## config.mk

```make
export PLATFORM = sky130hd
export DESIGN_NAME = pc_adjust
export DESIGN_NICKNAME = d
export VERILOG_FILES = /design/src/rtl/pc_adjust_pkg.sv /design/src/rtl/pc_adjust_next.sv /design/src/rtl/pc_adjust.sv
export SDC_FILE = /design/constraint.sdc
export NUM_CORES = 1
export LEC_CHECK = 0
export ABC_CLOCK_PERIOD_IN_PS = 800
export BUFFER_PORTS_ARGS = -buffer_cell sky130_fd_sc_hd__buf_2
export CORE_UTILIZATION = 51
export DETAILED_ROUTE_END_ITERATION = 10
export PLACE_DENSITY = 0.79
export SLEW_MARGIN = 25
export SYNTH_ARGS = -nofsm -noshare
export SYNTH_HDL_FRONTEND = slang
export SYNTH_HIERARCHICAL = 1
export SYNTH_SLANG_ARGS = --single-unit
```

## constraint.sdc

```tcl
create_clock -name clk -period 0.8 [get_ports clk]
set_clock_uncertainty 0.15 [all_clocks]
set_input_delay 0.12 -clock clk [delete_from_list [all_inputs] [get_ports clk]]
set_output_delay 0.12 -clock clk [all_outputs]
set_load 0.005 [all_outputs]
```

## src/rtl/pc_adjust_pkg.sv

```systemverilog
// Shared next-PC definitions: datapath width, sequential step and select encodings.
// The decoder and control unit use the same select constants.
package pc_adjust_pkg;
  localparam int WIDTH = 16;
  localparam int INCR  = 1;

  localparam logic [1:0] SEL_SEQ    = 2'b00;
  localparam logic [1:0] SEL_JUMP   = 2'b01;
  localparam logic [1:0] SEL_BRANCH = 2'b10;
  localparam logic [1:0] SEL_HOLD   = 2'b11;
endpackage

```

## src/rtl/pc_adjust_next.sv

```systemverilog
// Combinational next-PC mux/adder. All arithmetic wraps modulo 2^WIDTH.
module pc_adjust_next
  import pc_adjust_pkg::*;
#(
  parameter int W    = WIDTH,
  parameter int STEP = INCR
) (
  input  logic [W-1:0] pc,
  input  logic [W-1:0] jump_addr,
  input  logic [1:0]   sel,
  output logic [W-1:0] next_pc
);
  always_comb begin
    next_pc = 'x;
    case (sel)
      SEL_SEQ:    next_pc = pc + W'(STEP);
      SEL_JUMP:   next_pc = jump_addr;
      // Negative offsets arrive as two's-complement and simply wrap.
      SEL_BRANCH: next_pc = pc + jump_addr;
      SEL_HOLD:   next_pc = pc;
      default:    next_pc = 'x;
    endcase
  end
endmodule

```

## src/rtl/pc_adjust.sv

```systemverilog
// Next-PC selection stage: one-cycle registered result of pc_adjust_next,
// cleared asynchronously by rst_n.
module pc_adjust
  import pc_adjust_pkg::*;
#(
  parameter int WIDTH = pc_adjust_pkg::WIDTH,
  parameter int INCR  = pc_adjust_pkg::INCR
) (
  input  logic             clk,
  input  logic             rst_n,
  input  logic [WIDTH-1:0] PC,
  input  logic [WIDTH-1:0] jumpAddr,
  input  logic [1:0]       select,
  output logic [WIDTH-1:0] adjustedPC
);
  logic [WIDTH-1:0] next_pc;

  pc_adjust_next #(.W(WIDTH), .STEP(INCR)) u_next (
    .pc        (PC),
    .jump_addr (jumpAddr),
    .sel       (select),
    .next_pc   (next_pc)
  );

  always_ff @(posedge clk or negedge rst_n) begin
    if (!rst_n) adjustedPC <= '0;
    else        adjustedPC <= next_pc;
  end
endmodule

```

==> out/metrics.yaml, run 1 <==
synth-edff-count: 0
syn_to_final_growth_pct: 66.2
routed_wirelength_mm: 6.22
finalHoldViolCount: 5
synth_cells: 191
synth_area_leaders: "dfrtp_1 (25%), ha_1 (12%), and2_1 (5.8%)"
place_inst: 314
postCtsHoldBufs: 1
cts_root_buf: "clkbuf_4"
holdWs_ns: -0.0695
clk_pin_slew_ns: 0.11
grt_pass1_vias: 1787
critPathTopFamily: "compound AO/OA/AOI/OAI gates"
rows: 20
largest_register_ffs: 16
post_drt_wl_per_cell_um: 18.7
async_reset_ff_share_pct: 100
avgSynthCellArea_um2: 8.50
ir_drop_uv: 758
drt_iter0_drc: 130
path_buf_inv: 3
synth-seq-cells: 16
worstPathRequired_ns: 0.84
track_usage_pct: 31.0
yosys.area.top_type: "dfrtp_1"
ant_nets: 0
cts_tree: "yes"
numClockSinks: 16
fillerInstances: 140
top_regs: "adjustedPC (16)"
core_mm2: 0.00303
slowest_delay_ns: 0.39
finalSetupTns_ns: -22.27
hp-class: "primary input to flop"
crit_path_end_kind: "flop"
violations: "hold timing, setup timing"
instances_no_fill: 332
report.final.slew_viol_count: 0
drc_errors: 0
power_density_mw_per_mm2: 1120
status: "complete, but fails checks"
setup_viol: 32
relSlewSlack_pct: 57.9
clockBufferDepth: 2
yosysSeqAreaShare_pct: 24.7
grt_antenna_before_repair: 0
total_leakage_power_nw: 1.27
fin_crit_ns: 2.40
grt_overflow: 0
hold_path_end: "adjustedPC[9]$_DFF_PN0_"
synth.distinct_cells: 40
worst_pin_slew_ns: 0.625
firstDrtPassIters: 4
gp_congestion: 0.887
antenna_cells: 0
die_h_um: 58.4
min_from: "jumpAddr[9]"
cpMostUsedCell: "a2111oi_4"
htree_levels: 1
syn-num-nets: 243
vias: 1969
drv_cap: 0
largest_register: "adjustedPC"
cts_buffers: 3
hpwl_mm: 3.24
rsz0062_at_grt: "true"
die_w_um: 58.4
worst_setup_path_start_kind: "primary input"
synthFlopType: "dfrtp_1"
grt_max_degree: 38
max_freq_mhz: 417
critPathMaxFanout: 5
synth_area_mm2: 0.00162
start_util_pct: 53.6
crit_arrival_ns: 2.44
port_buffers: 51
ys_warn_count: 6
cp_slowest_cell: "a2111oi_4"
finalCritPeriodShare_pct: 299
grt_pass1_wl_mm: 8.06
nNetsFinal: 341
drive_gt1_share_pct: 53.8
setup_ws_ns: -1.60
synth_top_area_share_pct: 24.7
crit_type: "primary input to flop"
die_area_mm2: 0.00341
hold_path_depth: 3
worstPathCellList: "buf_8 -> nor2b_4 -> buf_6 -> buf_4 -> and2_4 -> ha_4 -> nand2_4 -> a2111oi_4 -> o311ai_2 -> a31o_1 -> a2111oi_4 -> and4b_1"
via_per_inst: 5.93
io-pin-count: 52
[power breakdown]
part           switching [mW]  internal (mW)
logic                   0.761          0.745
clock network           0.305          0.277
registers              0.0267          0.905
total                    1.09           1.93
[through the flow]
step | util, % | setup WS [ns] | power, mW | area (um^2)
3_3_place_gp | 75.7 | -1.81 | 2.06 | 2290
4_1_cts | 83.8 | -1.43 | 2.80 | 2540
2_1_floorplan | - | -1.61 | 1.60 | 1750
3_5_place_dp | 75.7 | -1.88 | 2.09 | 2290
6_report | 89.1 | -1.60 | 3.02 | 2700
5_1_grt | 89.1 | -1.63 | 3.16 | 2700
[metal layers]
| layer | part of all wire (%) | vias to the layer above | wire [um] | global-route usage, % |
|---|---|---|---|---|
| met1 | 39 | 929 | 2400 | 36.9 |
| met4 | 4.5 | 0 | 280 | 13.3 |
| met2 | 50 | 116 | 3080 | 54.2 |
| met5 | 0 | - | 0 | 0 |
| li1 | - | 893 | - | - |
| met3 | 7.3 | 31 | 453 | 6.15 |
[timing repair]
action / CTS / global route
endpoints found under the hold margin: 23 / 6
pin swaps: 20 / 28
gates cloned: 1 / 0
resized for setup: 29 / 22
setup buffers: 6 / 7
endpoints found under the setup margin: 32 / 32
[cell usage after synthesis, types with 2 or more instances]
library cell	count
nor2_1	18
a21oi_1	17
dfrtp_1	16
and2_1	15
ha_1	15
nand2_1	14
clkbuf_1	8
mux2i_1	8
xnor2_1	7
mux2_2	6
o21ai_1	6
nand2b_1	5
nor3_1	5
o211ai_1	5
inv_1	4
o21ai_0	4
a21o_1	3
nor2b_1	3
o31ai_1	3
a2111oi_2	2
and3_1	2
buf_1	2
nand3_1	2
nor3b_1	2
o311ai_1	2
o41ai_1	2
xor2_1	2
[cells in the final DEF (no fill, tap or decap), types with 6 or more instances in the layout]
master / synthesis / final
buf_2: 0 / 49
buf_4: 0 / 41
dfrtp_1: 16 / 16
nor2_1: 18 / 14
nand2_1: 14 / 12
a21oi_1: 17 / 12
and2_1: 15 / 10
ha_1: 15 / 9
buf_6: 0 / 9
mux2i_1: 8 / 8
o21ai_1: 6 / 7
mux2_2: 6 / 6
ha_4: 0 / 6
[worst max path at each step]
stage	slack (ns)	startpoint	to	cells past startpoint
floorplan	-1.61	select[1]	adjustedPC[15]$_DFF_PN0_	10
global placement	-1.81	select[1]	adjustedPC[15]$_DFF_PN0_	11
detailed placement	-1.88	select[0]	adjustedPC[15]$_DFF_PN0_	12
CTS	-1.43	select[0]	adjustedPC[10]$_DFF_PN0_	12
global route	-1.63	select[1]	adjustedPC[14]$_DFF_PN0_	11
finish	-1.60	select[1]	adjustedPC[15]$_DFF_PN0_	12
[kinds of logic (layout without fill, tap and decap cells)]
kind of cell,after synthesis,count (layout),share of synthesized area (%)
AOI/OAI and AO/OA,54,54,24.2
xor gates and xnor gates,9,9,4.86
adders and majority gates,16,16,12.8
buffers and inverters,14,110,3.24
DFF,16,16,24.7
muxes,14,14,9.10
and+or+nand+nor,68,69,21.1
[final cells by class]
class	instances	area, um^2	share of cell area, %
multi-input combinational	162	1500	55.5
timing repair buffer	102	694	25.7
sequential	16	400	14.8
tap	44	55.1	2.04
clock buffer	4	36.3	1.35
inverter	4	15.0	0.557
(Power assumes the default switching activity.)
==> inputs of run 2 (changes only) <==
Settings changed: SKIP_CTS_REPAIR_TIMING from default to 1.
==> run 2 against run 1 <==
The flow still finishes with violations (hold timing, setup timing). Maximum frequency is 1.5% higher. Count of clock-buffer cells in the layout stayed put. Cell count is 2.7% lower. Critical path type unchanged. Critical endpoint unchanged.
==> out/metrics.yaml, run 2 (same netlist as run 1, synthesis figures left out) <==
top_regs: "adjustedPC (16)"
critPathMaxFanout: 7  # +2
grt_overflow: 0  # unchanged
relSlewSlack_pct: 67.1  # +9.2 points
gp_congestion: 0.887  # unchanged
cts_tree: "yes"
crit_start: "select[1]"
power_density_mw_per_mm2: 1140  # +1.7%
nNetsFinal: 332  # -2.6%
hpwl_mm: 3.24  # unchanged
grt_max_degree: 38  # unchanged
cts_buffers: 3  # unchanged
worst_pin_slew_ns: 0.488  # -0.137 ns
ant_nets: 0  # unchanged
start_util_pct: 53.6  # unchanged
rows: 20  # unchanged
status: "complete, but fails checks"
firstDrtPassIters: 4  # unchanged
setup_ws_ns: -1.56  # +0.0358 ns
grt_pass1_wl_mm: 6.87  # -15%
clockBufferDepth: 2  # unchanged
drc_errors: 0  # unchanged
crit_path_end_kind: "flop"
drv_cap: 0  # unchanged
io-pin-count: 52  # unchanged
worst_setup_path_start_kind: "primary input"
htree_levels: 1  # unchanged
largest_register_ffs: 16  # unchanged
die_w_um: 58.4  # unchanged
holdWs_ns: -0.0722  # -0.00265 ns
finalHoldViolCount: 7  # +2
crit_arrival_ns: 2.41  # -0.03 ns
slowest_delay_ns: 0.37  # -0.02 ns
clk_pin_slew_ns: 0.11  # about the same
setup_viol: 32  # unchanged
die_h_um: 58.4  # unchanged
worstPathCellList: "buf_6 -> nor2b_4 -> buf_4 -> and2_4 -> ha_4 -> nand2_4 -> a2111oi_4 -> o311ai_2 -> a31o_1 -> a2111oi_2 -> and4b_1"
via_per_inst: 5.68  # -4.2%
worstPathRequired_ns: 0.85  # about the same
grt_antenna_before_repair: 0  # unchanged
core_mm2: 0.00303  # unchanged
grt_pass1_vias: 1608  # -10%
drive_gt1_share_pct: 50.9  # -2.9 points
drt_iter0_drc: 67  # -48%
rsz0062_at_grt: "true"
finalCritPeriodShare_pct: 295  # -4.5 points
report.final.slew_viol_count: 0  # unchanged
cp_slowest_cell: "a2111oi_4"
instances_no_fill: 323  # -2.7%
antenna_cells: 0  # unchanged
place_inst: 314  # unchanged
post-place-ws_ns: -1.88  # unchanged
die_area_mm2: 0.00341  # unchanged
total_leakage_power_nw: 1.20  # -6.0%
max_freq_mhz: 424  # +1.5%
endpoint: "adjustedPC[15]$_DFF_PN0_"
final_cell_mix: "buf_2 (49), buf_4 (37), dfrtp_1 (16)"
violations: "hold timing, setup timing"
track_usage_pct: 25.9  # -5.1 points
post_drt_wl_per_cell_um: 16.3  # -13%
numClockSinks: 16  # unchanged
final_common_cell: "buf_2"
port_buffers: 51  # unchanged
cts_root_buf: "clkbuf_4"
ir_drop_uv: 647  # -15%
hp-class: "primary input to flop"
vias: 1835  # -6.8%
fin_crit_ns: 2.36  # -0.0358 ns
routed_wirelength_mm: 5.27  # -15%
crit_type: "primary input to flop"
largest_register: "adjustedPC"
syn_to_final_growth_pct: 57.7
==> run 2: cell types whose count changed in the layout (fill, tap and decap cells not counted), sizes merged <==
cell / change
buf: -8
nor2b: -1
==> run 2: layout make-up <==
class	instances	area [um^2]
multi-input cells	161	1440
flip-flops and latches	16	400
well taps	44	55.1
inverters	4	15.0
clock buffers	4	36.3
repair buffers	94	612
fillers	186	468
==> run 2: per-stage QoR <==
step / utilization, % / cell area, um^2 / setup TNS, ns / power [mW]
floorplan: - / 1750 / -17.28 / 1.60
global placement: 75.7 / 2290 / -22.35 / 2.06
detailed placement: 75.7 / 2290 / -23.44 / 2.09
CTS: 76.9 / 2330 / -22.64 / 2.67
global route: 84.5 / 2560 / -23.73 / 3.07
finish: 84.5 / 2560 / -22.08 / 2.92
==> run 2: worst max-delay path: cells and delay by family <==
kind | cells | cell delay, ns
buf+inv | 2 | 0.24
fa+ha+maj | 1 | 0.30
compound gates | 4 | 1.14
simple gates | 4 | 0.61
==> run 2: how the worst min path moves through the flow <==
stage / startpoint / to / slack [ns] / cells past startpoint
detailed placement: rst_n / adjustedPC[13]$_DFF_PN0_ / -0.08 / 1
finish: jumpAddr[9] / adjustedPC[9]$_DFF_PN0_ / -0.07 / 3
floorplan: rst_n / adjustedPC[0]$_DFF_PN0_ / -0.33 / 0
CTS: rst_n / adjustedPC[13]$_DFF_PN0_ / -0.41 / 1
global route: jumpAddr[9] / adjustedPC[9]$_DFF_PN0_ / -0.06 / 3
global placement: rst_n / adjustedPC[12]$_DFF_PN0_ / -0.08 / 1
==> run 2: routing by layer <==
metal / track usage [%] / part of all wire (%)
met1: 34.3 / 40
met2: 44.3 / 49
met3: 3.30 / 7.6
met4: 7.48 / 3.3
met5: 0 / 0
==> run 2: report_power, final <==
part | switching, mW | total, mW | internal [mW]
logic | 0.683 | 1.37 | 0.688
clock network | 0.336 | 0.614 | 0.278
registers | 0.0255 | 0.931 | 0.905
